`config.mk`:
```
export PLATFORM = sky130hd
export DESIGN_NAME = multicycle_control_unit_flat
export DESIGN_NICKNAME = d
export VERILOG_FILES = /design/src/rtl/multicycle_control_unit_if.sv /design/src/rtl/multicycle_control_unit.sv /design/src/flat_wrapper.sv
export SDC_FILE = /design/constraint.sdc
export NUM_CORES = 1
export LEC_CHECK = 0
export CELL_PAD_IN_SITES_DETAIL_PLACEMENT = 0
export CELL_PAD_IN_SITES_GLOBAL_PLACEMENT = 1
export CORE_ASPECT_RATIO = 0.75
export CORE_MARGIN = 1
export CORE_UTILIZATION = 30
export CTS_BUF_LIST = sky130_fd_sc_hd__clkbuf_2 sky130_fd_sc_hd__clkbuf_4 sky130_fd_sc_hd__clkbuf_8
export CTS_CLUSTER_SIZE = 30
export DETAILED_ROUTE_END_ITERATION = 16
export PLACE_DENSITY_LB_ADDON = 0.1
export SYNTH_ARGS = -nofsm -noshare
export SYNTH_HDL_FRONTEND = slang
export SYNTH_SLANG_ARGS = --single-unit
```
`constraint.sdc`:
```
create_clock -name CLK -period 2.4 [get_ports CLK]
set_input_delay 0.72 -clock CLK [delete_from_list [all_inputs] [get_ports CLK]]
set_output_delay 0.72 -clock CLK [all_outputs]
set_load 0.05 [all_outputs]
```
`src/rtl/multicycle_control_unit_if.sv`:
```
// ---------------------------------------------------------------------------
// Module  : multicycle_control_unit_if
// Brief   : Control-unit <-> datapath/cache signal bundle.
// Rev     : 1.0
// ---------------------------------------------------------------------------
`default_nettype none

interface multicycle_control_unit_if;
    logic [31:0] instr;
    logic        ihit;
    logic        dhit;
    logic        zero_f;
    logic        overflow_f;

    logic        iren;
    logic        dren;
    logic        dwen;
    logic        ir_wen;
    logic        pc_wen;
    logic [1:0]  pc_src;
    logic        reg_wen;
    logic [4:0]  wsel;
    logic [4:0]  rsel1;
    logic [4:0]  rsel2;
    logic [3:0]  alu_op;
    logic [1:0]  alu_src;
    logic        ext_op;
    logic [1:0]  w_mux;
    logic [15:0] imm16;
    logic [4:0]  shamt;
    logic [25:0] j_addr26;
    logic        halt;
    logic        mem_err;
    logic        ovf_exc;
    logic        ill_exc;
    logic [2:0]  state_o;

    modport master (
        input  instr, ihit, dhit, zero_f, overflow_f,
        output iren, dren, dwen, ir_wen, pc_wen, pc_src, reg_wen,
               wsel, rsel1, rsel2, alu_op, alu_src, ext_op, w_mux,
               imm16, shamt, j_addr26, halt, mem_err, ovf_exc, ill_exc, state_o
    );

    modport slave (
        output instr, ihit, dhit, zero_f, overflow_f,
        input  iren, dren, dwen, ir_wen, pc_wen, pc_src, reg_wen,
               wsel, rsel1, rsel2, alu_op, alu_src, ext_op, w_mux,
               imm16, shamt, j_addr26, halt, mem_err, ovf_exc, ill_exc, state_o
    );
endinterface

`default_nettype wire

```
`src/rtl/multicycle_control_unit.sv`:
```
// ---------------------------------------------------------------------------
// Module  : multicycle_control_unit
// Brief   : FSM control for the multicycle MIPS datapath with traps/watchdog.
// Rev     : 1.0
// ---------------------------------------------------------------------------
`default_nettype none

module multicycle_control_unit #(
    parameter int WAIT_LIMIT = 0,
    parameter int OVF_TRAP   = 1,
    parameter int ILL_TRAP   = 1
) (
    input  logic                        CLK,
    input  logic                        nRST,
    multicycle_control_unit_if.master   bus
);

    localparam logic [2:0] c_fetch  = 3'd0;
    localparam logic [2:0] c_decode = 3'd1;
    localparam logic [2:0] c_exec   = 3'd2;
    localparam logic [2:0] c_mem    = 3'd3;
    localparam logic [2:0] c_wb     = 3'd4;
    localparam logic [2:0] c_halt   = 3'd5;

    localparam logic [5:0] c_op_rtype = 6'h00;
    localparam logic [5:0] c_op_j     = 6'h02;
    localparam logic [5:0] c_op_jal   = 6'h03;
    localparam logic [5:0] c_op_beq   = 6'h04;
    localparam logic [5:0] c_op_bne   = 6'h05;
    localparam logic [5:0] c_op_addi  = 6'h08;
    localparam logic [5:0] c_op_addiu = 6'h09;
    localparam logic [5:0] c_op_slti  = 6'h0A;
    localparam logic [5:0] c_op_sltiu = 6'h0B;
    localparam logic [5:0] c_op_andi  = 6'h0C;
    localparam logic [5:0] c_op_ori   = 6'h0D;
    localparam logic [5:0] c_op_xori  = 6'h0E;
    localparam logic [5:0] c_op_lui   = 6'h0F;
    localparam logic [5:0] c_op_lw    = 6'h23;
    localparam logic [5:0] c_op_sw    = 6'h2B;
    localparam logic [5:0] c_op_halt  = 6'h3F;

    localparam logic [5:0] c_fn_sll  = 6'h00;
    localparam logic [5:0] c_fn_srl  = 6'h02;
    localparam logic [5:0] c_fn_jr   = 6'h08;
    localparam logic [5:0] c_fn_add  = 6'h20;
    localparam logic [5:0] c_fn_addu = 6'h21;
    localparam logic [5:0] c_fn_sub  = 6'h22;
    localparam logic [5:0] c_fn_subu = 6'h23;
    localparam logic [5:0] c_fn_and  = 6'h24;
    localparam logic [5:0] c_fn_or   = 6'h25;
    localparam logic [5:0] c_fn_xor  = 6'h26;
    localparam logic [5:0] c_fn_nor  = 6'h27;
    localparam logic [5:0] c_fn_slt  = 6'h2A;
    localparam logic [5:0] c_fn_sltu = 6'h2B;

    localparam logic [3:0] c_alu_sll  = 4'd0;
    localparam logic [3:0] c_alu_srl  = 4'd1;
    localparam logic [3:0] c_alu_add  = 4'd2;
    localparam logic [3:0] c_alu_sub  = 4'd3;
    localparam logic [3:0] c_alu_and  = 4'd4;
    localparam logic [3:0] c_alu_or   = 4'd5;
    localparam logic [3:0] c_alu_xor  = 4'd6;
    localparam logic [3:0] c_alu_nor  = 4'd7;
    localparam logic [3:0] c_alu_slt  = 4'd8;
    localparam logic [3:0] c_alu_sltu = 4'd9;

    logic [2:0]  r_state;
    logic [2:0]  w_state_next;
    logic [31:0] r_ir;
    logic        r_mem_err;
    logic        r_ovf_exc;
    logic        r_ill_exc;

    logic [5:0]  w_op;
    logic [5:0]  w_funct;
    logic        w_legal;
    logic        w_is_halt;
    logic        w_is_beq;
    logic        w_is_bne;
    logic        w_is_j;
    logic        w_is_jal;
    logic        w_is_jr;
    logic        w_is_lw;
    logic        w_is_sw;
    logic        w_ovf_op;
    logic [3:0]  w_alu_op;
    logic [1:0]  w_alu_src;
    logic        w_ext_op;
    logic [1:0]  w_wmux;
    logic [4:0]  w_wsel;
    logic        w_ovf_trap;
    logic        w_timeout;

    assign w_op    = r_ir[31:26];
    assign w_funct = r_ir[5:0];

    // Instruction decode from the IR; data-path selects are valid in every state
    always_comb begin
        w_legal   = 1'b1;
        w_is_halt = 1'b0;
        w_is_beq  = 1'b0;
        w_is_bne  = 1'b0;
        w_is_j    = 1'b0;
        w_is_jal  = 1'b0;
        w_is_jr   = 1'b0;
        w_is_lw   = 1'b0;
        w_is_sw   = 1'b0;
        w_ovf_op  = 1'b0;
        w_alu_op  = c_alu_add;
        w_alu_src = 2'd1;
        w_ext_op  = 1'b1;
        w_wmux    = 2'd0;
        w_wsel    = r_ir[20:16];
        case (w_op)
            c_op_rtype: begin
                w_wsel    = r_ir[15:11];
                w_alu_src = 2'd0;
                case (w_funct)
                    c_fn_sll:  begin w_alu_op = c_alu_sll; w_alu_src = 2'd2; end
                    c_fn_srl:  begin w_alu_op = c_alu_srl; w_alu_src = 2'd2; end
                    c_fn_jr:   w_is_jr = 1'b1;
                    c_fn_add:  begin w_alu_op = c_alu_add; w_ovf_op = 1'b1; end
                    c_fn_addu: w_alu_op = c_alu_add;
                    c_fn_sub:  begin w_alu_op = c_alu_sub; w_ovf_op = 1'b1; end
                    c_fn_subu: w_alu_op = c_alu_sub;
                    c_fn_and:  w_alu_op = c_alu_and;
                    c_fn_or:   w_alu_op = c_alu_or;
                    c_fn_xor:  w_alu_op = c_alu_xor;
                    c_fn_nor:  w_alu_op = c_alu_nor;
                    c_fn_slt:  w_alu_op = c_alu_slt;
                    c_fn_sltu: w_alu_op = c_alu_sltu;
                    default:   w_legal = 1'b0;
                endcase
            end
            c_op_beq:   begin w_is_beq = 1'b1; w_alu_op = c_alu_sub; w_alu_src = 2'd0; end
            c_op_bne:   begin w_is_bne = 1'b1; w_alu_op = c_alu_sub; w_alu_src = 2'd0; end
            c_op_addi:  begin w_alu_op = c_alu_add; w_ovf_op = 1'b1; end
            c_op_addiu: w_alu_op = c_alu_add;
            c_op_slti:  w_alu_op = c_alu_slt;
            c_op_sltiu: w_alu_op = c_alu_sltu;
            c_op_andi:  begin w_alu_op = c_alu_and; w_ext_op = 1'b0; end
            c_op_ori:   begin w_alu_op = c_alu_or;  w_ext_op = 1'b0; end
            c_op_xori:  begin w_alu_op = c_alu_xor; w_ext_op = 1'b0; end
            c_op_lui:   begin w_wmux = 2'd3; w_ext_op = 1'b0; end
            c_op_lw:    begin w_is_lw = 1'b1; w_wmux = 2'd1; end
            c_op_sw:    w_is_sw = 1'b1;
            c_op_j:     w_is_j = 1'b1;
            c_op_jal:   begin w_is_jal = 1'b1; w_wsel = 5'd31; w_wmux = 2'd2; end
            c_op_halt:  w_is_halt = 1'b1;
            default:    w_legal = 1'b0;
        endcase
    end

    assign w_ovf_trap = (OVF_TRAP != 0) && w_ovf_op && bus.overflow_f;

    generate
        if (WAIT_LIMIT > 0) begin : g_wd
            localparam int c_cw = (WAIT_LIMIT < 2) ? 1 : $clog2(WAIT_LIMIT + 1);
            logic [c_cw-1:0] r_wait_cnt;
            logic            w_waiting;
            logic            w_hit;

            assign w_waiting = (r_state == c_fetch) || (r_state == c_mem);
            assign w_hit     = (r_state == c_fetch) ? bus.ihit : bus.dhit;
            // Fires on the cycle whose increment would reach the limit; a hit still wins
            assign w_timeout = w_waiting && !w_hit &&
                               (r_wait_cnt == c_cw'(WAIT_LIMIT - 1));

            always_ff @(posedge CLK or negedge nRST) begin
                if (!nRST) begin
                    r_wait_cnt <= '0;
                end else if (w_waiting && !w_hit && !w_timeout) begin
                    r_wait_cnt <= r_wait_cnt + c_cw'(1);
                end else begin
                    r_wait_cnt <= '0;
                end
            end
        end else begin : g_no_wd
            assign w_timeout = 1'b0;
        end
    endgenerate

    always_ff @(posedge CLK or negedge nRST) begin
        if (!nRST) begin
            r_state   <= c_fetch;
            r_ir      <= '0;
            r_mem_err <= 1'b0;
            r_ovf_exc <= 1'b0;
            r_ill_exc <= 1'b0;
        end else begin
            r_state <= w_state_next;
            if ((r_state == c_fetch) && bus.ihit) begin
                r_ir <= bus.instr;
            end
            if (w_timeout) begin
                r_mem_err <= 1'b1;
            end
            if ((r_state == c_exec) && w_ovf_trap) begin
                r_ovf_exc <= 1'b1;
            end
            if ((r_state == c_decode) && !w_is_halt && !w_legal && (ILL_TRAP != 0)) begin
                r_ill_exc <= 1'b1;
            end
        end
    end

    always_comb begin
        w_state_next = r_state;
        case (r_state)
            c_fetch: begin
                if (bus.ihit)       w_state_next = c_decode;
                else if (w_timeout) w_state_next = c_halt;
            end
            c_decode: begin
                if (w_is_halt)      w_state_next = c_halt;
                else if (!w_legal)  w_state_next = (ILL_TRAP != 0) ? c_halt : c_fetch;
                else                w_state_next = c_exec;
            end
            c_exec: begin
                if (w_ovf_trap)                                  w_state_next = c_halt;
                else if (w_is_beq || w_is_bne || w_is_j || w_is_jr) w_state_next = c_fetch;
                else if (w_is_lw || w_is_sw)                     w_state_next = c_mem;
                else                                             w_state_next = c_wb;
            end
            c_mem: begin
                if (bus.dhit)       w_state_next = w_is_lw ? c_wb : c_fetch;
                else if (w_timeout) w_state_next = c_halt;
            end
            c_wb:    w_state_next = c_fetch;
            c_halt:  w_state_next = c_halt;
            default: w_state_next = c_fetch;
        endcase
    end

    always_comb begin
        bus.iren    = 1'b0;
        bus.dren    = 1'b0;
        bus.dwen    = 1'b0;
        bus.ir_wen  = 1'b0;
        bus.pc_wen  = 1'b0;
        bus.pc_src  = 2'd0;
        bus.reg_wen = 1'b0;
        bus.halt    = 1'b0;
        case (r_state)
            c_fetch: begin
                bus.iren = 1'b1;
                if (bus.ihit) begin
                    bus.ir_wen = 1'b1;
                    bus.pc_wen = 1'b1;
                end
            end
            c_exec: begin
                if (w_is_beq || w_is_bne) begin
                    bus.pc_wen = bus.zero_f ~^ w_is_beq;
                    bus.pc_src = 2'd1;
                end else if (w_is_j || w_is_jal) begin
                    bus.pc_wen = 1'b1;
                    bus.pc_src = 2'd2;
                end else if (w_is_jr) begin
                    bus.pc_wen = 1'b1;
                    bus.pc_src = 2'd3;
                end
            end
            c_mem: begin
                bus.dren = w_is_lw;
                bus.dwen = w_is_sw;
            end
            c_wb:    bus.reg_wen = 1'b1;
            c_halt:  bus.halt    = 1'b1;
            default: ;
        endcase
    end

    assign bus.wsel     = w_wsel;
    assign bus.rsel1    = r_ir[25:21];
    assign bus.rsel2    = r_ir[20:16];
    assign bus.alu_op   = w_alu_op;
    assign bus.alu_src  = w_alu_src;
    assign bus.ext_op   = w_ext_op;
    assign bus.w_mux    = w_wmux;
    assign bus.imm16    = r_ir[15:0];
    assign bus.shamt    = r_ir[10:6];
    assign bus.j_addr26 = r_ir[25:0];
    assign bus.mem_err  = r_mem_err;
    assign bus.ovf_exc  = r_ovf_exc;
    assign bus.ill_exc  = r_ill_exc;
    assign bus.state_o  = r_state;

endmodule

`default_nettype wire

```
`src/flat_wrapper.sv`:
```
// flat-port wrapper written by rule: the top's interface ports become plain ports
module multicycle_control_unit_flat 
#(
    parameter int WAIT_LIMIT = 0,
    parameter int OVF_TRAP   = 1,
    parameter int ILL_TRAP   = 1
)
  (CLK, nRST, bus_instr, bus_ihit, bus_dhit, bus_zero_f, bus_overflow_f, bus_iren, bus_dren, bus_dwen, bus_ir_wen, bus_pc_wen, bus_pc_src, bus_reg_wen, bus_wsel, bus_rsel1, bus_rsel2, bus_alu_op, bus_alu_src, bus_ext_op, bus_w_mux, bus_imm16, bus_shamt, bus_j_addr26, bus_halt, bus_mem_err, bus_ovf_exc, bus_ill_exc, bus_state_o);
  multicycle_control_unit_if bus_i ();
  input  logic CLK;
  input  logic nRST;
  input wire logic [$bits(bus_i.instr)-1:0] bus_instr;
  input wire logic [$bits(bus_i.ihit)-1:0] bus_ihit;
  input wire logic [$bits(bus_i.dhit)-1:0] bus_dhit;
  input wire logic [$bits(bus_i.zero_f)-1:0] bus_zero_f;
  input wire logic [$bits(bus_i.overflow_f)-1:0] bus_overflow_f;
  output wire logic [$bits(bus_i.iren)-1:0] bus_iren;
  output wire logic [$bits(bus_i.dren)-1:0] bus_dren;
  output wire logic [$bits(bus_i.dwen)-1:0] bus_dwen;
  output wire logic [$bits(bus_i.ir_wen)-1:0] bus_ir_wen;
  output wire logic [$bits(bus_i.pc_wen)-1:0] bus_pc_wen;
  output wire logic [$bits(bus_i.pc_src)-1:0] bus_pc_src;
  output wire logic [$bits(bus_i.reg_wen)-1:0] bus_reg_wen;
  output wire logic [$bits(bus_i.wsel)-1:0] bus_wsel;
  output wire logic [$bits(bus_i.rsel1)-1:0] bus_rsel1;
  output wire logic [$bits(bus_i.rsel2)-1:0] bus_rsel2;
  output wire logic [$bits(bus_i.alu_op)-1:0] bus_alu_op;
  output wire logic [$bits(bus_i.alu_src)-1:0] bus_alu_src;
  output wire logic [$bits(bus_i.ext_op)-1:0] bus_ext_op;
  output wire logic [$bits(bus_i.w_mux)-1:0] bus_w_mux;
  output wire logic [$bits(bus_i.imm16)-1:0] bus_imm16;
  output wire logic [$bits(bus_i.shamt)-1:0] bus_shamt;
  output wire logic [$bits(bus_i.j_addr26)-1:0] bus_j_addr26;
  output wire logic [$bits(bus_i.halt)-1:0] bus_halt;
  output wire logic [$bits(bus_i.mem_err)-1:0] bus_mem_err;
  output wire logic [$bits(bus_i.ovf_exc)-1:0] bus_ovf_exc;
  output wire logic [$bits(bus_i.ill_exc)-1:0] bus_ill_exc;
  output wire logic [$bits(bus_i.state_o)-1:0] bus_state_o;
  assign bus_i.instr = bus_instr;
  assign bus_i.ihit = bus_ihit;
  assign bus_i.dhit = bus_dhit;
  assign bus_i.zero_f = bus_zero_f;
  assign bus_i.overflow_f = bus_overflow_f;
  assign bus_iren = bus_i.iren;
  assign bus_dren = bus_i.dren;
  assign bus_dwen = bus_i.dwen;
  assign bus_ir_wen = bus_i.ir_wen;
  assign bus_pc_wen = bus_i.pc_wen;
  assign bus_pc_src = bus_i.pc_src;
  assign bus_reg_wen = bus_i.reg_wen;
  assign bus_wsel = bus_i.wsel;
  assign bus_rsel1 = bus_i.rsel1;
  assign bus_rsel2 = bus_i.rsel2;
  assign bus_alu_op = bus_i.alu_op;
  assign bus_alu_src = bus_i.alu_src;
  assign bus_ext_op = bus_i.ext_op;
  assign bus_w_mux = bus_i.w_mux;
  assign bus_imm16 = bus_i.imm16;
  assign bus_shamt = bus_i.shamt;
  assign bus_j_addr26 = bus_i.j_addr26;
  assign bus_halt = bus_i.halt;
  assign bus_mem_err = bus_i.mem_err;
  assign bus_ovf_exc = bus_i.ovf_exc;
  assign bus_ill_exc = bus_i.ill_exc;
  assign bus_state_o = bus_i.state_o;
  multicycle_control_unit #(.WAIT_LIMIT(WAIT_LIMIT), .OVF_TRAP(OVF_TRAP), .ILL_TRAP(ILL_TRAP)) u_core (.CLK(CLK), .nRST(nRST), .bus(bus_i));
endmodule
```
# == Word-level counts from Yosys, hierarchy flattened ==
# Cells that the tools add are included.
# Widths: inputs -> output; s select.
# word_totals
regBits,37
input_bits,38
out_inout_bits,86
wordCells,106
# op_classes
n_eq_ne,34
muxes,44
bitwise,1
n_reduce_logical,23
# op_table
operator,n
$eq 6x6->1 const B,13
$eq 6x4->1 const B,9
$pmux 4 s9,1
$pmux 4 s7,1
$mux 3,8
$mux 1,22
$eq 6x2->1 const B,3
$pmux 3 s5,1
$reduce_or 15->1,1
$reduce_or 13->1,1
$eq 6x3->1 const B,2
$logic_not 6->1,2
$mux 2,5
$pmux 5 s2,1
$reduce_or 2->1,4
$eq 3x2->1 const B,2
$eq 3x3->1 const B,2
$pmux 1 s2,3
$pmux 2 s3,1
$logic_and 1x1->1,5
$logic_or 1x1->1,5
$ne 2x2->1 const B,2
$pmux 2 s2,1
$reduce_or 4->1,1
5 further kinds,6

# == Depth between registers and ports, before layout ==
# Gate-level depths: netlist (run 1).
# depth
word_depth,8
depth_mapped,6

# == Least setup slack after synthesis (run 1) ==
# No wires, ideal clock.
# synth_path
kind,register -> output
start,register u_core.r_state[1] (netlist: u_core.bus.state_o[1])
end,output port bus_dwen
arrival_ns,2.690
path_slack_ns,-1.010
stages_incl_launch_ff,5
n_path_buf,1
path_cell_list,dfrtp_1 -> buf_2 -> nor2b_1 -> nand2_1 -> nor4_1
# synth_via
elab_chain_len,2
# synth_lines
element,line_no,text
start: declaration,multicycle_control_unit.sv:67,logic [2:0] r_state;
start signal: assignment,multicycle_control_unit.sv:185,r_state <= c_fetch;
start signal: assignment,multicycle_control_unit.sv:191,r_state <= w_state_next;
$eq 3x2->1,multicycle_control_unit.sv:244,case (r_state)
$mux 1,multicycle_control_unit.sv:244,
end: declaration,flat_wrapper.sv:19,output wire logic [$bits(bus_i.dwen)-1:0] bus_dwen;
# No other way between the ends.

# == Worst setup path in the final report (run 1) ==
# layout_path
start,register u_core.r_ir[29]
end,output port bus_alu_op[3]
# layout_via
elab_chain_len,3
elab_cells_between_ends,10
classes_between,eq/ne: 7; mux: 1; reduce/logical: 2
# layout_lines
element,line_no,text
start: declaration,multicycle_control_unit.sv:69,logic [31:0] r_ir;
start signal: assignment,multicycle_control_unit.sv:193,r_ir <= bus.instr;
$eq 6x3->1,multicycle_control_unit.sv:114,case (w_op)
$reduce_or 2->1 (no source line),-,
$pmux 4 s7 (*),multicycle_control_unit.sv:114,
end: declaration,flat_wrapper.sv:27,output wire logic [$bits(bus_i.alu_op)-1:0] bus_alu_op;
# Every way passes the cells marked *; elsewhere a longest branch is shown, timed or not.

==> flow_summary.ini, run 1 <==
[die]
fp-row-count = 28
core_um2 = 8093
start_util_pct = 31.80
die_w_um = 109.0
fp.dieH_um = 82.22
die-area_um2 = 8957
boundaryPins = 124

[global_route]
grt_pass1_wl_um = 11470
antenna_found_initial = 0
overflow = 0
first_global_vias = 2199
grt_max_degree = 22
track_usage_pct = 17.02

[placement]
dpl-instance-area_um2 = 3911
port_buffers = 122
dpl.hpwl_um = 5477
dp_slack_ns = -0.3041
place_inst = 466
gp_congestion = 0.7757

[setup_path]
r2r_slack_ns = 0.49
required_ns = 1.68
crit_start = u_core.r_ir[29]
startpoint_type = register
end_kind = output pin
worst_ep_arrival_time_ns = 1.85
path_class = register to output pin
path_cells = buf_4 > buf_6 > nor2b_2 > and2_1 > buf_4 > o21a_1 > buf_12
crit_path_max_fanout = 5
rr_startpoint = u_core.bus.state_o[1]
crit_top_cell = buf_4
crit_path_max_incr_delay_ns = 0.46
crit_slowest_cell = dfrtp_2

[run_status]
violations = setup timing
outcome = finished, violations left

[cells_and_area]
stdcell_count = 491
fin_area_um2 = 4393
fill_cells = 762
diodes = 0
drive_above_1_share_pct = 45.60
syn_to_final_growth_pct = 70.69
fin_nets = 423

[timing]
min_period_ns = 2.566
fin_ws_ns = -0.1661
final-hold-violation-count = 0
whs_ns = 0.3689
slew-limit-headroom_pct = 66.12
drv_slew = 0
min_period_over_period_pct = 106.9
setup_violations = 15
fmax_ghz = 0.3897
fin_skew_ns = 0.002019
worst_slew_pin_slew_ns = 0.5065
rsz0062_at_grt = yes

[logic_synthesis]
ys_types = 43
yosysTopAreaCellShare_pct = 35.97
synth_area_per_cell_um2 = 9.192
synthFlopType = dfrtp_1
synth_area_leaders = dfrtp_1, buf_4, mux2_2
async_reset_ff_share_pct = 100.0
synth_edf_count = 0
postSynthCellCount = 280
synth_warnings = 0
synth_top_area_cell = dfrtp_1
yosysMostFrequentCell = buf_4
synth_seq_cells = 37
synth_nets = 318
synthTopCellsByCount = buf_4, dfrtp_1, mux2_2
yosysSeqAreaShare_pct = 35.97
syn_area_um2 = 2574

[drt]
first_iter_violations = 42
ant_nets = 0
routed-wl-met2_um = 3423
drc = 0
highest_layer = met4
dr.pass1.iters = 4
via_count = 2343
wl_per_cell_um = 15.29
drt_wl_total_um = 7506
wl_met1_um = 3554
met3_length_um = 461
viasPerCell = 4.772

[worst_hold_path]
hp-class = input port to asynchronous set/reset pin

[clocking]
cts_sinks = 37
htreeDepth = 2
clk_path_buf_depth = 2
clock-root-buffer = clkbuf_8
clk_latency_ns = 0.29
cts.clk_slew.worst_paths_ns = 0.08
cts_buffers = 5
cts_tree = built
hold_buffers = 0

[flow_run]
maxCapViolCount = 0
-- critical path: cells and delay by family, from the launching register on --
kind	cells	cell delay (ns)
buffers and inverters	4	0.55
AO/OA/AOI/OAI	1	0.21
AND/OR/NAND/NOR	2	0.33
flip-flops	1	0.46
-- layer usage --
metal / global-route usage (%) / up-vias
li1: - / 1123
met2: 26.42 / 82
met4: 4.459 / 0
met3: 3.846 / 4
met1: 23.79 / 1134
met5: 0 / -
-- cell type report --
type / count / area (um^2) / share of cell area, %
clock buffers: 6 / 82.58 / 1.880
multi-input cells: 160 / 1351 / 30.76
inverters: 9 / 33.78 / 0.7690
flip-flops and latches: 37 / 937.1 / 21.33
repair buffers: 172 / 1819 / 41.41
clock inverters: 2 / 37.54 / 0.8545
well taps: 105 / 131.4 / 2.991
-- layout by cell type, fill, tap and decap left out, types with 3 or more instances in the layout --
cell / instances
nand2_2: 5
nor4_4: 4
buf_12: 21
o21ai_1: 3
nor3_1: 4
buf_6: 6
nand3_1: 6
nor2_1: 8
o21ai_0: 13
a21oi_1: 11
clkdlybuf4s50_1: 84
nand2_1: 16
mux2_2: 26
clkbuf_8: 6
dfrtp_1: 28
nor3_2: 6
o22a_1: 5
o21a_1: 3
dfrtp_2: 9
buf_4: 56
inv_1: 9
nor2b_1: 3
nor2_4: 6
nor3_4: 3
-- cell families after synthesis --
| logic type | synth area share, % |
|---|---|
| AOI/OAI and AO/OA | 13.61 |
| xor gates and xnor gates | 0.3404 |
| buffers and inverters | 21.44 |
| DFF | 35.97 |
| muxes | 11.76 |
| other | 0.1457 |
| and+or+nand+nor | 16.72 |
-- through the flow --
step	utilization (%)	setup TNS (ns)
final	54.28	-1.188
after global placement	48.33	-2.713
after detailed placement	48.33	-2.903
after CTS	52.77	-1.270
after global routing	54.28	-2.408
after floorplan	-	-0.06456
-- worst paths after layout --
check / to / depth (start not counted)
max reg2reg: u_core.r_ir[30] / 5
max in group asynchronous: u_core.r_ir[26] / 2
min: u_core.r_ir[6] / 1
max: bus_alu_op[3] / 7
min reg2reg: u_core.bus.ovf_exc / 1
min in group CLK: u_core.bus.ovf_exc / 1
-- repair_timing --
action | in CTS | in global routing
setup buffers | 11 | 5
pin swaps | 12 | 8
endpoints found under the setup margin | 18 | 17
resized for setup | 41 | 20
cloned | 1 | 0
-- state kept, by name, indices dropped and copies added, names as in the netlist --
| name | cells |
|---|---|
| u_core.r_ir | 32 |
| u_core.bus.ill_exc | 1 |
| u_core.bus.state_o | 3 |
| u_core.bus.ovf_exc | 1 |
Power of run 1 is left out: the tool's default activity adds up to more than one toggle a clock period on the data nets, which glitch-free logic cannot reach.
==> run 2, diff against run 1 <==
--- a/config.mk
+++ b/config.mk
@@ -14,6 +14,7 @@
 export CTS_CLUSTER_SIZE = 30
 export DETAILED_ROUTE_END_ITERATION = 16
 export PLACE_DENSITY_LB_ADDON = 0.1
+export SLEW_MARGIN = 15
 export SYNTH_ARGS = -nofsm -noshare
 export SYNTH_HDL_FRONTEND = slang
 export SYNTH_SLANG_ARGS = --single-unit
==> results of run 2 <==
No change in the layout: final DEF, timing and power equal those of run 1.
Power of run 2 is left out for the same reason.
